### src/rtl/bf_io_controller_if.sv
// Bundles the host byte streams, core I/O port and status of bf_io_controller.
// The slave modport is the controller side; master is the host/core side.
interface bf_io_controller_if #(
    parameter int unsigned DATA_WIDTH      = 8,
    parameter int unsigned FIFO_ADDR_WIDTH = 4
);
    localparam int unsigned CW = FIFO_ADDR_WIDTH + 1;

    logic [DATA_WIDTH-1:0] in_data;
    logic                  in_valid;
    logic                  in_ready;
    logic [DATA_WIDTH-1:0] out_data;
    logic                  out_valid;
    logic                  out_ready;
    logic [DATA_WIDTH-1:0] cpu_data_in;
    logic                  cpu_data_available;
    logic                  cpu_data_read;
    logic [DATA_WIDTH-1:0] cpu_data_out;
    logic                  cpu_data_out_en;
    logic [CW-1:0]         in_count;
    logic [CW-1:0]         out_count;
    logic                  out_overflow;
    logic                  read_underflow;
    logic                  clear_status;

    modport slave (
        input  in_data, in_valid, out_ready, cpu_data_read, cpu_data_out,
               cpu_data_out_en, clear_status,
        output in_ready, out_data, out_valid, cpu_data_in, cpu_data_available,
               in_count, out_count, out_overflow, read_underflow
    );

    modport master (
        output in_data, in_valid, out_ready, cpu_data_read, cpu_data_out,
               cpu_data_out_en, clear_status,
        input  in_ready, out_data, out_valid, cpu_data_in, cpu_data_available,
               in_count, out_count, out_overflow, read_underflow
    );
endinterface

### src/rtl/bf_io_controller.sv
// Byte-stream I/O controller: host->core input FIFO and core->host output FIFO
// with sticky overflow/underflow status. Output overflow drops the byte.
module bf_io_controller #(
    parameter int unsigned DATA_WIDTH      = 8,
    parameter int unsigned FIFO_ADDR_WIDTH = 4
) (
    input logic                clk,
    input logic                rst_n,
    bf_io_controller_if.slave  bus
);
    localparam int unsigned DEPTH = 1 << FIFO_ADDR_WIDTH;
    localparam int unsigned CW    = FIFO_ADDR_WIDTH + 1;
    localparam int unsigned AW    = FIFO_ADDR_WIDTH;

    logic [DATA_WIDTH-1:0] in_mem  [DEPTH];
    logic [DATA_WIDTH-1:0] out_mem [DEPTH];

    logic [AW-1:0] in_wr_ptr, in_rd_ptr, out_wr_ptr, out_rd_ptr;
    logic [CW-1:0] in_count_q, out_count_q;
    logic [CW-1:0] in_count_d, out_count_d;
    logic          in_ready_q, in_avail_q, out_valid_q;
    logic          ovf_q, und_q;

    logic in_push, in_pop, out_push, out_pop, out_full;
    logic ovf_set, und_set;

    // Transfer decisions; only out_ready reaches the output accept path combinationally.
    always_comb begin
        in_push  = bus.in_valid && in_ready_q;
        in_pop   = bus.cpu_data_read && in_avail_q;
        und_set  = bus.cpu_data_read && !in_avail_q;
        out_pop  = out_valid_q && bus.out_ready;
        out_full = (out_count_q == CW'(DEPTH));
        out_push = bus.cpu_data_out_en && (!out_full || out_pop);
        ovf_set  = bus.cpu_data_out_en && out_full && !out_pop;

        in_count_d = in_count_q;
        case ({in_push, in_pop})
            2'b10:   in_count_d = in_count_q + CW'(1);
            2'b01:   in_count_d = in_count_q - CW'(1);
            default: in_count_d = in_count_q;
        endcase

        out_count_d = out_count_q;
        case ({out_push, out_pop})
            2'b10:   out_count_d = out_count_q + CW'(1);
            2'b01:   out_count_d = out_count_q - CW'(1);
            default: out_count_d = out_count_q;
        endcase
    end

    // Pointers, counts, registered status flags.
    always_ff @(posedge clk or negedge rst_n) begin
        if (!rst_n) begin
            in_wr_ptr   <= '0;
            in_rd_ptr   <= '0;
            out_wr_ptr  <= '0;
            out_rd_ptr  <= '0;
            in_count_q  <= '0;
            out_count_q <= '0;
            in_ready_q  <= 1'b0;
            in_avail_q  <= 1'b0;
            out_valid_q <= 1'b0;
            ovf_q       <= 1'b0;
            und_q       <= 1'b0;
        end else begin
            if (in_push)  in_wr_ptr  <= in_wr_ptr + AW'(1);
            if (in_pop)   in_rd_ptr  <= in_rd_ptr + AW'(1);
            if (out_push) out_wr_ptr <= out_wr_ptr + AW'(1);
            if (out_pop)  out_rd_ptr <= out_rd_ptr + AW'(1);
            in_count_q  <= in_count_d;
            out_count_q <= out_count_d;
            in_ready_q  <= (in_count_d != CW'(DEPTH));
            in_avail_q  <= (in_count_d != '0);
            out_valid_q <= (out_count_d != '0);
            ovf_q       <= ovf_set || (ovf_q && !bus.clear_status);
            und_q       <= und_set || (und_q && !bus.clear_status);
        end
    end

    // Storage is intentionally not reset.
    always_ff @(posedge clk) begin
        if (in_push)  in_mem[in_wr_ptr]   <= bus.in_data;
        if (out_push) out_mem[out_wr_ptr] <= bus.cpu_data_out;
    end

    assign bus.in_ready           = in_ready_q;
    assign bus.cpu_data_available = in_avail_q;
    assign bus.cpu_data_in        = in_mem[in_rd_ptr];
    assign bus.out_valid          = out_valid_q;
    assign bus.out_data           = out_mem[out_rd_ptr];
    assign bus.in_count           = in_count_q;
    assign bus.out_count          = out_count_q;
    assign bus.out_overflow       = ovf_q;
    assign bus.read_underflow     = und_q;
endmodule

### src/flat_wrapper.sv
// flat-port wrapper written by rule: the top's interface ports become plain ports
module bf_io_controller_flat 
#(
    parameter int unsigned DATA_WIDTH      = 8,
    parameter int unsigned FIFO_ADDR_WIDTH = 4
)
  (clk, rst_n, bus_in_data, bus_in_valid, bus_out_ready, bus_cpu_data_read, bus_cpu_data_out, bus_cpu_data_out_en, bus_clear_status, bus_in_ready, bus_out_data, bus_out_valid, bus_cpu_data_in, bus_cpu_data_available, bus_in_count, bus_out_count, bus_out_overflow, bus_read_underflow);
  bf_io_controller_if #(.DATA_WIDTH(DATA_WIDTH), .FIFO_ADDR_WIDTH(FIFO_ADDR_WIDTH)) bus_i ();
  input logic clk;
  input logic rst_n;
  input wire logic [$bits(bus_i.in_data)-1:0] bus_in_data;
  input wire logic [$bits(bus_i.in_valid)-1:0] bus_in_valid;
  input wire logic [$bits(bus_i.out_ready)-1:0] bus_out_ready;
  input wire logic [$bits(bus_i.cpu_data_read)-1:0] bus_cpu_data_read;
  input wire logic [$bits(bus_i.cpu_data_out)-1:0] bus_cpu_data_out;
  input wire logic [$bits(bus_i.cpu_data_out_en)-1:0] bus_cpu_data_out_en;
  input wire logic [$bits(bus_i.clear_status)-1:0] bus_clear_status;
  output wire logic [$bits(bus_i.in_ready)-1:0] bus_in_ready;
  output wire logic [$bits(bus_i.out_data)-1:0] bus_out_data;
  output wire logic [$bits(bus_i.out_valid)-1:0] bus_out_valid;
  output wire logic [$bits(bus_i.cpu_data_in)-1:0] bus_cpu_data_in;
  output wire logic [$bits(bus_i.cpu_data_available)-1:0] bus_cpu_data_available;
  output wire logic [$bits(bus_i.in_count)-1:0] bus_in_count;
  output wire logic [$bits(bus_i.out_count)-1:0] bus_out_count;
  output wire logic [$bits(bus_i.out_overflow)-1:0] bus_out_overflow;
  output wire logic [$bits(bus_i.read_underflow)-1:0] bus_read_underflow;
  assign bus_i.in_data = bus_in_data;
  assign bus_i.in_valid = bus_in_valid;
  assign bus_i.out_ready = bus_out_ready;
  assign bus_i.cpu_data_read = bus_cpu_data_read;
  assign bus_i.cpu_data_out = bus_cpu_data_out;
  assign bus_i.cpu_data_out_en = bus_cpu_data_out_en;
  assign bus_i.clear_status = bus_clear_status;
  assign bus_in_ready = bus_i.in_ready;
  assign bus_out_data = bus_i.out_data;
  assign bus_out_valid = bus_i.out_valid;
  assign bus_cpu_data_in = bus_i.cpu_data_in;
  assign bus_cpu_data_available = bus_i.cpu_data_available;
  assign bus_in_count = bus_i.in_count;
  assign bus_out_count = bus_i.out_count;
  assign bus_out_overflow = bus_i.out_overflow;
  assign bus_read_underflow = bus_i.read_underflow;
  bf_io_controller #(.DATA_WIDTH(DATA_WIDTH), .FIFO_ADDR_WIDTH(FIFO_ADDR_WIDTH)) u_core (.clk(clk), .rst_n(rst_n), .bus(bus_i));
endmodule
### config.mk
export PLATFORM = sky130hd
export DESIGN_NAME = bf_io_controller_flat
export DESIGN_NICKNAME = d
export VERILOG_FILES = /design/src/rtl/bf_io_controller_if.sv /design/src/rtl/bf_io_controller.sv /design/src/flat_wrapper.sv
export SDC_FILE = /design/constraint.sdc
export NUM_CORES = 1
export LEC_CHECK = 0
export ABC_AREA = 1
export CORE_ASPECT_RATIO = 1.1
export CORE_MARGIN = 4
export CORE_UTILIZATION = 35
export CTS_CLUSTER_SIZE = 14
export DETAILED_ROUTE_END_ITERATION = 8
export RECOVER_POWER = 25
export SYNTH_ARGS = -nofsm -noshare
export SYNTH_HDL_FRONTEND = slang
export SYNTH_SLANG_ARGS = --single-unit
export TNS_END_PERCENT = 20
### constraint.sdc
create_clock -name clk -period 1.9 [get_ports clk]
set_input_delay 0.475 -clock clk [delete_from_list [all_inputs] [get_ports clk]]
set_output_delay 0.475 -clock clk [all_outputs]
set_load 0.01 [all_outputs]
==> metrics.txt <==
Worst Slack Setup Final -0.717 ns; synthesized flop and latch total 287; Root Driver clkbuf_16; asr flop ratio synth 10.8%; largest net degree at the start of global routing 47; first-pass GRT wire length 43800 um; Clock transition at path regs 0.06 ns; initial antenna violation count 0; Fill cells 2943; CTS max path bufs 3; fin. max-slew vios 0; maximum vdd drop 0.794 mV; WL/cell 18.7 um; met2 Usage GRT 26.8%; vias in the first global route 7690; Setup CP Type reg -> out; Via density 5.01; met3 Usage GRT 2.95%; total number of vias 7521; area grow syn2layout 28.8%; RSZ-0062 raised after global routing true; Net count, final 1081; Post-synth EDFFs 256; Pre-antenna DRT Iters 5; gr usage total 15.0%; Power Density 1590 nW/um^2; sequential fraction of the synthesis area 71.5%; HPWL Detailed 17200 um; pre-CTS worst setup slack -0.478 ns; Rel. slew slack 44.4%; Max Freq 0.382 GHz; CORE AREA 33300 um^2; DRC viols 0; Fin Clk Skew 0.00942 ns; Hold Fails Final Rpt 0; starting density of the core 35.6%; GRT met1 Usage 18.3%; initial DRC count 634; Syn. warnings 0; Die Height 201 um; dpl cells 1422; gp weighted congestion 0.833; CP Launch Type flop; total leakage power 5.65 nW; post-synthesis net count 907; failing checks setup timing; synthesized area per cell 13.6 um^2; CTS tree yes; run status finished with violations; CP arrival 2.14 ns; CTS Buf Count 31; # port buffers 53; CP endpoint kind primary output; worst hold path type in -> reg; GR peak layer met2; Top FF cell, synth edfxtp_1; area occupied by multi-input gates 3180 um^2; Worst Tran Pin Value 0.833 ns; final critical-path share of the clock period 138%; grt ovf 0; fin cells 1500; Distinct cells, synth 34; share of cells above drive strength 1 23.1%; Critical Path RT 1.42 ns; Total Wirelength 28000 um; row cnt 70; clock sinks 287; die area 36800 um^2; synthesized cell area 11800 um^2; Finish-stage setup viols 16; Crit Path Max Fanout 18; antenna fix cells 0; I/O pin cnt 54; worst skew pair latency 0.56 ns; Reg area 8470 um^2; Die Width 183 um; Mapped Cells 871; fin crit period 2.62 ns; H-tree depth 1; ANT nets after route 0; maxcap violations 0
==> registers in the layout (all words and copies together) (netlist names) <==
name and flops:
u_core.bus.out_overflow 1, u_core.out_rd_ptr 4, u_core.out_mem 128, u_core.in_mem 128
u_core.out_wr_ptr 4, u_core.bus.out_count 5, u_core.bus.out_valid 1, u_core.in_wr_ptr 4
u_core.bus.read_underflow 1, u_core.bus.in_ready 1, u_core.in_rd_ptr 4, u_core.bus.in_count 5
u_core.bus.cpu_data_available 1
==> through the flow <==
step	cell area, um^2	hold slack, ns	util (%)	power [mW]	TNS [ns]
5_1_grt	15200	0.329	45.8	25.6	-12.08
2_1_floorplan	11800	0.179	-	12.9	0
3_3_place_gp	13700	0.507	41.0	16.8	-88.11
6_report	15200	0.320	45.8	24.2	-10.39
4_1_cts	15200	0.494	45.7	24.3	-10.94
3_5_place_dp	13700	0.524	41.0	16.9	-91.35
==> cell type report <==
cell class                 count  area share [%]
timing repair buffer         184            11.9
inverter                      47            1.24
multi-input combinational    494            20.8
clock buffer                  43            5.58
tap                          432            3.55
clock inverter                13            1.30
sequential                   287            55.5
==> worst max-delay path: stages (launching register included) <==
cell and delay (ns):
dfrtp_2 0.44, buf_4 0.15, buf_12 0.12, buf_16 0.16
o21ai_2 0.15, o32ai_2 0.10, o211ai_1 0.23, nand2_1 0.08
buf_2 0.15
==> cells in the final DEF, fill, tap and decap left out, drive strengths merged, types with 12 or more instances in the layout <==
master	n
edfxtp	256
buf	135
nor2	125
nand2	87
o21ai	76
mux2i	55
o221ai	55
clkbuf	54
inv	49
nand3	38
dfrtp	31
dlygate4sd2	15
xor2	14
ha	13
dlygate4sd3	12
==> worst paths after layout <==
kind                                                      from                                   to  slack, ns  depth (start not counted)
max in group asynchronous                                rst_n      u_core.in_wr_ptr[3]$_DFFE_PN0P_       0.86                          3
max                           u_core.out_rd_ptr[0]$_DFFE_PN0N_                      bus_out_data[1]      -0.72                          8
max reg2reg                      u_core.bus.in_ready$_DFF_PN0_        u_core.bus.in_ready$_DFF_PN0_       0.13                         10
min reg2reg                u_core.bus.read_underflow$_DFF_PN0_  u_core.bus.read_underflow$_DFF_PN0_       0.52                          2
min                                        bus_cpu_data_out_en    u_core.bus.out_overflow$_DFF_PN0_       0.32                          3
min in group asynchronous                                rst_n  u_core.bus.read_underflow$_DFF_PN0_       0.49                          2
==> where the power goes <==
part	switching (mW)	internal, mW	leakage (nW)
combinational	5.34	4.45	2.47
sequential	0.497	7.75	2.67
clock	2.39	3.79	0.513
==> Yosys cell counts, types with 2 or more instances <==
| library cell | number | area [um^2] |
|---|---|---|
| inv_1 | 40 | 150 |
| edfxtp_1 | 256 | 7690 |
| nand2_1 | 78 | 293 |
| nor3_1 | 4 | 20.0 |
| nand4_1 | 7 | 43.8 |
| o32ai_1 | 7 | 61.3 |
| o221ai_1 | 55 | 482 |
| o22ai_1 | 3 | 18.8 |
| ha_1 | 13 | 163 |
| nand2_4 | 3 | 33.8 |
| o211ai_1 | 7 | 52.6 |
| o21ai_1 | 5 | 25.0 |
| clkbuf_1 | 25 | 93.8 |
| buf_2 | 8 | 40.0 |
| nand2_2 | 6 | 37.5 |
| nand3_1 | 36 | 180 |
| dfrtp_1 | 31 | 776 |
| o21ai_0 | 70 | 350 |
| mux2i_1 | 55 | 551 |
| xnor2_1 | 2 | 17.5 |
| xor2_1 | 14 | 123 |
| inv_2 | 5 | 18.8 |
| nor2_2 | 3 | 18.8 |
| nor2_1 | 121 | 454 |
| buf_4 | 8 | 60.1 |
==> kinds of logic after synthesis <==
| logic type | count (synthesis) | share of synthesized area (%) |
|---|---|---|
| DFF | 287 | 71.5 |
| and+or+nand+nor | 262 | 9.53 |
| AOI/OAI and AO/OA | 148 | 8.44 |
| buffers and inverters | 90 | 3.31 |
| muxes | 55 | 4.65 |
| xor gates and xnor gates | 16 | 1.18 |
| adders and majority gates | 13 | 1.37 |
==> routing by layer <==
layer  part of all wire [%]  wire length, um  vias to the layer above
li1                       -                -                     3584
met1                     41            11400                     3716
met2                     52            14600                      171
met3                    4.6             1290                       50
met4                    2.5              698                        0
met5                      0                0                        -
==> timing repair <==
item / CTS / global route
resized for setup: 157 / 30
hold endpoints to repair: 25 / 0
gates cloned: 8 / 1
pin swaps: 38 / 25
endpoints found under the setup margin: 31 / 19
hold buffers: 1 / 0
buffers inserted: 12 / 1
Note: power is estimated with default switching activity, not from simulation.
